**src/rtl/frequency_divisor_generator.sv**
```systemverilog
// frequency_divisor_generator: key-adjustable divisor register saturating within [min_divisor, max_divisor]
module frequency_divisor_generator #(
  parameter logic [31:0] max_divisor     = 32'd2272,
  parameter logic [31:0] min_divisor     = 32'd568,
  parameter logic [31:0] default_divisor = (min_divisor + max_divisor) / 2,
  parameter logic [31:0] step            = 32'd1,
  parameter logic [31:0] step_interval   = 32'd1
) (
  input  logic        clk,
  input  logic        reset,
  input  logic        key_0,
  input  logic        key_1,
  input  logic        key_2,
  output logic [31:0] frequency_divisor
);
  logic [31:0] div_q, div_d, cnt_q, cnt_d;
  logic [32:0] inc, lo;
  logic adj, fire;
  always_comb begin
    adj   = (key_0 ^ key_1) & ~key_2;
    fire  = adj & (cnt_q == step_interval - 32'd1);
    inc   = {1'b0, div_q} + {1'b0, step};
    lo    = {1'b0, min_divisor} + {1'b0, step};
    cnt_d = (adj & ~fire) ? cnt_q + 32'd1 : 32'd0;
    div_d = key_2 ? default_divisor :
            !fire ? div_q :
            key_0 ? (({1'b0, div_q} < lo) ? min_divisor : div_q - step) :
                    ((inc > {1'b0, max_divisor}) ? max_divisor : inc[31:0]);
  end
  always_ff @(posedge clk) begin
    if (reset) begin
      div_q <= default_divisor;
      cnt_q <= 32'd0;
    end else begin
      div_q <= div_d;
      cnt_q <= cnt_d;
    end
  end
  assign frequency_divisor = div_q;
endmodule

```
**config.mk**
```make
export PLATFORM = sky130hd
export DESIGN_NAME = frequency_divisor_generator
export DESIGN_NICKNAME = d
export VERILOG_FILES = /design/src/rtl/frequency_divisor_generator.sv
export SDC_FILE = /design/constraint.sdc
export NUM_CORES = 1
export LEC_CHECK = 0
export CAP_MARGIN = 0
export CORE_MARGIN = 1
export CORE_UTILIZATION = 50
export DETAILED_ROUTE_END_ITERATION = 6
export PLACE_DENSITY = 0.7
export SLEW_MARGIN = 0
export SYNTH_ARGS = -nofsm -noshare
export SYNTH_HDL_FRONTEND = slang
export SYNTH_SLANG_ARGS = --single-unit
export TNS_END_PERCENT = 30
```
**constraint.sdc**
```tcl
create_clock -name clk -period 3.2 [get_ports clk]
set_clock_uncertainty 0.1 [all_clocks]
set_input_delay 0.64 -clock clk [delete_from_list [all_inputs] [get_ports clk]]
set_output_delay 0.64 -clock clk [all_outputs]
set_load 0.02 [all_outputs]
```
==> reports/summary.txt <==
combinational power share = 0.071
Die ar. = 0.00903 sq mm
Yosys top cell by area = dfxtp_1
GRT Total Usage = 0.287
DR pass1 iterations = 7
Detailed Route Iter0 Violations = 375
Clock Latency Late Sink = 350 ps
crit path DAT = 3230 ps
Fill cells = 776
grt peak-use layer = met2
first-pass GRT wire length = 20,200 microns
CTS max path bufs = 2
Critical Path Start = frequency_divisor[1]$_SDFFE_PP0P_
Max-cap violations = 0
Syn Inst Count = 577
remaining antenna violation count = 0
Vias per Instance = 6.36
vias in the first global route = 4,064
synthesized area = 0.00433 sq mm
DRC = 0
Worst Hold Endpoint = cnt_q[0]$_SDFF_PP0_
final net count = 626
status = complete, no violations
FF-to-FF Start = frequency_divisor[1]$_SDFFE_PP0P_
synthesis-stage register bit count = 64
CP Class = flip-flop to flip-flop
ANT cells = 0
Final Cycle Share = 0.951
Post-synth EDFFs = 0
Buffers & Inverters on Critical Path = 2
Final Max Tran Viols = 0
clk root buf = clkbuf_8
initial antenna violation count = 0
met1 usage = 0.404
Avg Cell Area, Syn = 7.50 sq um
number of port buffers = 36
Hold Buf Count CTS = 0
CP Launch Type = flip-flop
Synth top area share = 0.296
Leakage = 1.67 nW
top cells by area, synth = dfxtp_1 30%, nor2_1 7.4%, a21oi_1 5.1%, o21ai_0 4.3%, nand2_1 4.0%
relative slew slack = 0.569
Yosys warning count = 0
sequential share of power = 0.437
Post-Syn Nets = 586
io pins = 37
WL/cell = 17.3 microns
Die W = 95.0 microns
total gr overflow = 0
setup bufs post-CTS = 0
Setup TNS = 0 ps
Slew @ Worst Pin = 640 ps
H-tree levels = 3
area of the core = 0.00830 sq mm
worst endpoint required time = 3390 ps
largest net degree at the start of global routing = 27
Sw Ratio = 0.254
top_reg_cell synth = dfxtp_1
row count = 33
clk sinks = 64
layout cell share with drive strength beyond 1 = 0.124
clock share of power = 0.492
TritonCTS clock tree = done
fraction of registers with async set/reset = 0
initial core utilization = 0.521
cts bufs inserted = 9
Final GP Congestion = 0.917
dpl hpwl = 8680 microns
Worst path max stage delay = 490 ps
post-synthesis cell type count = 67
reg2reg end = frequency_divisor[19]$_SDFFE_PP0P_
CP max stage cell = dfxtp_1
reg-to-reg slack, setup = 160 ps
wirelength, routed = 12,600 microns
Reg clk slew, reported paths = 80 ps
Placed Cells = 711
Worst R2R Path Depth = 11
CTS resizes = 0
final non-filler cell total = 727
crit-path cells = inv_1 > ha_1 > and2b_2 > o21a_1 > o2111ai_4 > and2_4 > nand2_1 > buf_4 > nor4_1 > a21oi_1 > nor2_1
Fmax = 329 MHz
sequential share of the synthesized area = 0.296
synth cell count leaders = 85 x nor2_1, 64 x dfxtp_1, 46 x nand2_1
Die Y-Extent = 95.0 microns
cell with the most instances after synthesis = nor2_1
power per cell area = 360 mW/mm^2
post-layout min period = 3040 ps
worst min path class = flip-flop to flip-flop
Int Pwr = 0.00137 W
worst vdd rail ir drop = 0.289 mV
CP top delay family = simple AND/OR/NAND/NOR gates
Syn-to-layout area delta = 18.2%
hold-critical path depth = 1
maximum fanout along the worst path = 10
unrepaired setup endpoints after global routing = false
Crit. End Element = flip-flop
Switch Pwr = 0.000468 W
GR Util met2 = 0.437
count of final setup violators = 0
hold path start = cnt_q[0]$_SDFF_PP0_
DR vias = 4,621
met3 usage = 0.0470
Fin. Hold Viols = 0
## layout by cell type, fill, tap and decap left out, types with 3 or more instances in the layout
cell type         n
nor2_1           85
dfxtp_1          64
nand2_1          46
a21oi_1          44
o21ai_0          37
clkdlybuf4s50_1  36
buf_4            34
nor3_1           30
nand3_1          30
nand4_1          20
nor4_1           19
xnor2_1          19
xor2_1           19
inv_1            16
a31oi_1           9
clkbuf_8          9
or3_1             8
and3_1            7
and4_1            5
nor4_4            4
a41oi_1           4
a211oi_1          4
o41ai_1           4
and2_1            3
o21a_1            3
o22ai_1           3
nand3b_1          3
ha_1              3
bufinv_16         3
inv_6             3
## cell type report
| type | count | area, sq um | share of cell area |
|---|---|---|---|
| clock buffer | 9 | 124 | 0.0242 |
| timing repair buffer | 70 | 616 | 0.120 |
| clock inverter | 7 | 125 | 0.0245 |
| multi-input combinational | 456 | 2780 | 0.543 |
| tap | 105 | 131 | 0.0257 |
| inverter | 16 | 60.1 | 0.0117 |
| sequential | 64 | 1280 | 0.251 |
## stage by stage
stage	power [W]	setup slack [ps]	utilization	hold WS [ps]	cell area (sq um)
CTS	0.00184	177	0.612	380	5080
floorplan	0.000901	457	-	337	4330
detailed placement	0.000947	215	0.582	363	4830
global route	0.00188	13.4	0.616	400	5110
global placement	0.000947	283	0.582	355	4830
finish	0.00184	157	0.616	380	5110
## cells by family (layout without fill, tap and decap cells)
group           after synthesis  count (layout)  synth area share
fa+ha+maj                     4               4            0.0116
simple gates                280             280             0.345
mux                           2               2           0.00463
compound gates              132             132             0.194
buf+inv                      57             102            0.0720
xor+xnor                     38              38            0.0769
flops                        64              64             0.296
## power groups by stage
stage / clock network (W) / logic, W / registers, W
after floorplan: 0 / 0.0000758 / 0.000825
after global placement: 0 / 0.000124 / 0.000823
after detailed placement: 0 / 0.000124 / 0.000823
after CTS: 0.000913 / 0.000125 / 0.000804
after global routing: 0.000937 / 0.000138 / 0.000805
final: 0.000905 / 0.000130 / 0.000805
## worst max-delay path by stage
| stage | to | slack, ps | depth (start not counted) |
|---|---|---|---|
| floorplan | frequency_divisor[3]$_SDFFE_PP1P_ | 460 | 9 |
| global placement | frequency_divisor[1]$_SDFFE_PP0P_ | 280 | 10 |
| detailed placement | frequency_divisor[6]$_SDFFE_PP0P_ | 220 | 9 |
| CTS | frequency_divisor[6]$_SDFFE_PP0P_ | 180 | 9 |
| global route | frequency_divisor[15]$_SDFFE_PP0P_ | 10 | 11 |
| finish | frequency_divisor[19]$_SDFFE_PP0P_ | 160 | 11 |
## layer usage
metal | wire length [microns] | part of all wire
met5 | 0 | 0
met4 | 299 | 0.024
met3 | 1140 | 0.091
met2 | 5560 | 0.44
met1 | 5560 | 0.44
## registers in the layout, indices dropped and copies added (netlist names)
name,flops
cnt_q,32
frequency_divisor,32
(Power assumes the default switching activity.)
